[src/rtl/koggestone_pkg.sv]
// Shared widths, the generate/propagate pair type and the prefix combine
// operator used by the Kogge-Stone adder.
package koggestone_pkg;

  localparam int OP_W  = 4;
  localparam int ADD_W = 8;

  // Group generate/propagate pair carried through the prefix tree.
  typedef struct packed {
    logic g;
    logic p;
  } gp_t;

  // Prefix operator: hi covers the more significant span, lo the span just
  // below it. Result covers the union of both spans.
  function automatic gp_t gp_combine(input gp_t hi, input gp_t lo);
    gp_t res;
    res.g = hi.g | (hi.p & lo.g);
    res.p = hi.p & lo.p;
    return res;
  endfunction

endpackage : koggestone_pkg

[src/rtl/ks_adder8.sv]
// Purely combinational 8-bit Kogge-Stone parallel-prefix adder.
// Level 0 holds bit-level g/p, levels 1..3 combine with spans 1, 2 and 4.
module ks_adder8
  import koggestone_pkg::*;
(
  input  logic [ADD_W-1:0] a,
  input  logic [ADD_W-1:0] b,
  input  logic             cin,
  output logic [ADD_W-1:0] sum,
  output logic             cout
);

  localparam int LEVELS = 3;

  // stage[l][i] is the group (G,P) over bits [i : max(0, i-2^l+1)],
  // with the carry-in folded into bit 0 so G always includes it.
  gp_t [ADD_W-1:0] stage [0:LEVELS];
  logic [ADD_W-1:0] prop;
  logic [ADD_W:0]   carry;

  assign prop = a ^ b;

  genvar lvl, bit_i;
  generate
    for (bit_i = 0; bit_i < ADD_W; bit_i++) begin : g_bit
      if (bit_i == 0) begin : g_lsb
        assign stage[0][bit_i].g = (a[bit_i] & b[bit_i]) | (prop[bit_i] & cin);
      end else begin : g_rest
        assign stage[0][bit_i].g = a[bit_i] & b[bit_i];
      end
      assign stage[0][bit_i].p = prop[bit_i];
    end

    for (lvl = 1; lvl <= LEVELS; lvl++) begin : g_level
      localparam int SPAN = 1 << (lvl - 1);
      for (bit_i = 0; bit_i < ADD_W; bit_i++) begin : g_node
        if (bit_i >= SPAN) begin : g_combine
          assign stage[lvl][bit_i] = gp_combine(stage[lvl-1][bit_i],
                                                stage[lvl-1][bit_i-SPAN]);
        end else begin : g_pass
          assign stage[lvl][bit_i] = stage[lvl-1][bit_i];
        end
      end
    end

    // Carry into bit i+1 is the full group generate G[i:0].
    assign carry[0] = cin;
    for (bit_i = 0; bit_i < ADD_W; bit_i++) begin : g_carry
      assign carry[bit_i+1] = stage[LEVELS][bit_i].g;
    end
  endgenerate

  assign sum  = prop ^ carry[ADD_W-1:0];
  assign cout = carry[ADD_W];

  // Final-level group propagates have no consumer in a carry-in adder.
  logic unused_prop;
  always_comb begin
    unused_prop = 1'b0;
    for (int i = 0; i < ADD_W; i++) unused_prop = unused_prop ^ stage[LEVELS][i].p;
  end

endmodule : ks_adder8

[src/rtl/koggestone_adder8.sv]
// TinyTapeout slot: registered 4-bit + 4-bit add through an 8-bit
// Kogge-Stone adder. Bidirectional bank is unused and tied to input mode.
module koggestone_adder8
  import koggestone_pkg::*;
(
  input  logic             clk,
  input  logic             rst_n,   // active-high despite the harness name
  input  logic             ena,
  input  logic [ADD_W-1:0] ui_in,
  output logic [ADD_W-1:0] uo_out,
  input  logic [ADD_W-1:0] uio_in,
  output logic [ADD_W-1:0] uio_out,
  output logic [ADD_W-1:0] uio_oe
);

  logic [ADD_W-1:0] op_a;
  logic [ADD_W-1:0] op_b;
  logic [ADD_W-1:0] sum;
  logic             unused_cout;

  assign op_a = {{(ADD_W-OP_W){1'b0}}, ui_in[OP_W-1:0]};
  assign op_b = {{(ADD_W-OP_W){1'b0}}, ui_in[ADD_W-1:OP_W]};

  ks_adder8 u_adder (
    .a    (op_a),
    .b    (op_b),
    .cin  (1'b0),
    .sum  (sum),
    .cout (unused_cout)
  );

  // Output register: reset wins over enable, enable low holds the last sum.
  always_ff @(posedge clk) begin
    // NOTE: non-blocking assignment so every register samples pre-edge values.
    if (rst_n) begin
      uo_out <= '0;
    end else if (ena) begin
      uo_out <= sum;
    end
  end

  assign uio_out = '0;
  assign uio_oe  = '0;

  // uio_in has no functional path; the reduction only keeps it referenced.
  logic unused_uio;
  assign unused_uio = ^uio_in;

endmodule : koggestone_adder8

[config.mk]
export PLATFORM = sky130hd
export DESIGN_NAME = koggestone_adder8
export DESIGN_NICKNAME = d
export VERILOG_FILES = /design/src/rtl/koggestone_pkg.sv /design/src/rtl/ks_adder8.sv /design/src/rtl/koggestone_adder8.sv
export SDC_FILE = /design/constraint.sdc
export NUM_CORES = 1
export LEC_CHECK = 0
export BUFFER_PORTS_ARGS = -buffer_cell sky130_fd_sc_hd__buf_4
export CAP_MARGIN = 10
export CORE_MARGIN = 1.5
export CORE_UTILIZATION = 35
export DETAILED_ROUTE_END_ITERATION = 10
export PLACE_DENSITY = 0.77
export SETUP_SLACK_MARGIN = 0.3
export SYNTH_ARGS = -nofsm -noshare
export SYNTH_HDL_FRONTEND = slang
export SYNTH_SLANG_ARGS = --single-unit
[constraint.sdc]
create_clock -name clk -period 1.7 [get_ports clk]
set_input_delay 0.255 -clock clk [delete_from_list [all_inputs] [get_ports clk]]
set_output_delay 0.255 -clock clk [all_outputs]
set_load 0.01 [all_outputs]
==> reports/results.ini <==
[outcome]
status = finished clean

[global_routing]
grt_pass1_wl_mm = 1.16
grt_max_degree = 9
grt_overflow = 0
antenna_found_initial = 0
grt_pass1_vias = 295
grt_usage_pct = 11.7

[cts]
ctsResizeCount = 0
cts.sinks = 5
cts_tree = yes
path_clk_slew_ns = 0.04
cts_buffer_depth = 2
cts-hold-fix-buffers = 0
cts_made_buffers = 3
cts_max_level = 1
cts_root_buf = clkbuf_4
insertion_delay_ns = 0.24
cts_setup_buffers = 0

[timing]
fin_crit_ns = 1.30
setup_violations = 0
hold_viol_final = 0
rsz0062_at_grt = no
fmaxAchievable_mhz = 766
slew_viol_final = 0
period_share_pct = 76.7
fin_tns_setup_ns = 0
clock-skew-final_ns = 0

[power]
power.internal_mw = 0.270
sw_frac_of_total_pct = 29.8
power_density_nw_per_um2 = 728
ir_drop_mv = 0.460
p_clk_share_pct = 35.9
pwr-share-seq_pct = 34.7
p_switching_mw = 0.114
pwr-share-comb_pct = 29.3
p_leak_nw = 0.276

[cells_and_area]
regMostFlops = uo_out
final_common_cell = conb_1
final_cell_mix = conb_1 (19), buf_4 (15), dfxtp_1 (5)
reg_top3 = uo_out (5)
largest_reg_flops = 5
syn_to_final_growth_pct = 16.3
final_area_sq_um = 528
final_core_util_pct = 45.7
fillers = 129
nets = 91
drive_gt1_share_pct = 31.8
n_antenna_cell = 0

[placement]
dp_hpwl_microns = 637
dpl_cell_area_sq_um = 502
routabilityCongestion = 0.685
io_buffers = 15

[worst_setup_path]
worstPathRequired_ns = 1.83
cp_max_fo = 2
end_kind = register
critPathTopFamily = adder cells
path_buf_inv = 1
critPathKind = in2reg
reg2reg_depth = 2
start_kind = primary input
cp_slowest_cell = fa_1
max_stage_delay_ns = 0.40
path_depth = 6
cp_data_arrival_time_ns = 1.43
crit_chain = buf_4 > ha_1 > fa_1 > a21o_2 > a21oi_1 > a211oi_1

[floorplanning]
die_area_sq_um = 1520
die_y_microns = 39.0
die_w_microns = 39.0
fp-row-count = 12
start_util_pct = 39.3
io_pins = 43
core_sq_um = 1160

[drt]
dr.pass1.iters = 4
drcViolationCount = 0
postRouteAntennaNets = 0
wl_per_cell_microns = 9.30
routed_via_density = 4.28
drtIter0Drc = 5
postRouteWirelength_microns = 744
vias = 342

[yosys]
synth.avg_cell_area_sq_um = 9.27
synthCells = 49
seq_area_frac_synth_pct = 22.0
synth_area_sq_um = 454
synth-seq-cells = 5
yosysWarnings = 0
ys_types = 17

[min_path]
min_path_cells = 2
hold_path.class = in2reg

[job]
cap_violations = 0

==> routing by layer <==
| layer | routed length, microns | share of wire (%) | up-vias | global-route usage [%] |
|---|---|---|---|---|
| li1 | - | - | 162 | - |
| met1 | 251 | 34 | 152 | 11.7 |
| met2 | 372 | 50 | 26 | 19.2 |
| met3 | 101 | 14 | 2 | 6.94 |
| met4 | 19 | 2.6 | 0 | 5.17 |
| met5 | 0 | 0 | - | 0 |
==> Yosys cell counts <==
cell type / number / area share [%]
buf_4: 20 / 33
dfxtp_1: 5 / 22
ha_1: 4 / 11
nor2_1: 4 / 3.3
a211oi_1: 2 / 3.3
mux2i_1: 2 / 4.4
nor3b_1: 2 / 3.3
a2111oi_2: 1 / 3.3
a21o_2: 1 / 1.9
a21oi_1: 1 / 1.1
a21oi_2: 1 / 1.9
a311o_1: 1 / 2.2
conb_1: 1 / 0.83
fa_1: 1 / 4.4
inv_1: 1 / 0.83
nand3_1: 1 / 1.1
xnor2_1: 1 / 1.9
==> logic make-up (layout without fill, tap and decap cells) <==
| kind of cell | Yosys count | in the layout | synth area share [%] |
|---|---|---|---|
| buffers and inverters | 21 | 20 | 33.9 |
| AO/OA/AOI/OAI | 7 | 7 | 13.8 |
| AND/OR/NAND/NOR | 7 | 7 | 7.71 |
| adder cells (fa/ha/maj) | 5 | 5 | 15.4 |
| flip-flops | 5 | 5 | 22.0 |
| multiplexers | 2 | 2 | 4.41 |
| other | 1 | 19 | 0.826 |
| XOR/XNOR | 1 | 1 | 1.93 |
==> stage by stage <==
| stage | hold WS (ns) | power (mW) | worst slack, ns | instances |
|---|---|---|---|---|
| after global placement | 0.479 | 0.245 | 0.161 | 76 |
| after global routing | 0.231 | 0.415 | 0.361 | 80 |
| after CTS | 0.225 | 0.394 | 0.404 | 80 |
| after floorplan | 0.327 | 0.237 | 0.345 | 67 |
| final | 0.233 | 0.384 | 0.395 | 80 |
| after detailed placement | 0.484 | 0.249 | 0.140 | 76 |
==> final cells by class <==
cell class	instances	area (sq um)	share of cell area, %
Multi-Input combinational cell	41	268	50.7
Timing Repair Buffer	15	113	21.3
Sequential cell	5	100	19.0
Clock buffer	4	26.3	4.98
Tap cell	14	17.5	3.32
Inverter	1	3.75	0.711
==> path summary, 6_finish.rpt <==
path         startpoint   endpoint  slack [ns]
max            ui_in[0]  uo_out[4]        0.40
min               rst_n  uo_out[2]        0.23
min reg2reg   uo_out[2]  uo_out[2]        0.49
max reg2reg   uo_out[3]  uo_out[3]        0.85
==> power groups by stage <==
stage,clock [mW],sequential (mW),combinational (mW)
floorplan,0,0.140,0.0965
global placement,0,0.135,0.110
detailed placement,0,0.136,0.113
CTS,0.147,0.134,0.113
global route,0.153,0.135,0.127
finish,0.138,0.133,0.113
No activity file was read; power rests on OpenSTA's default activity.
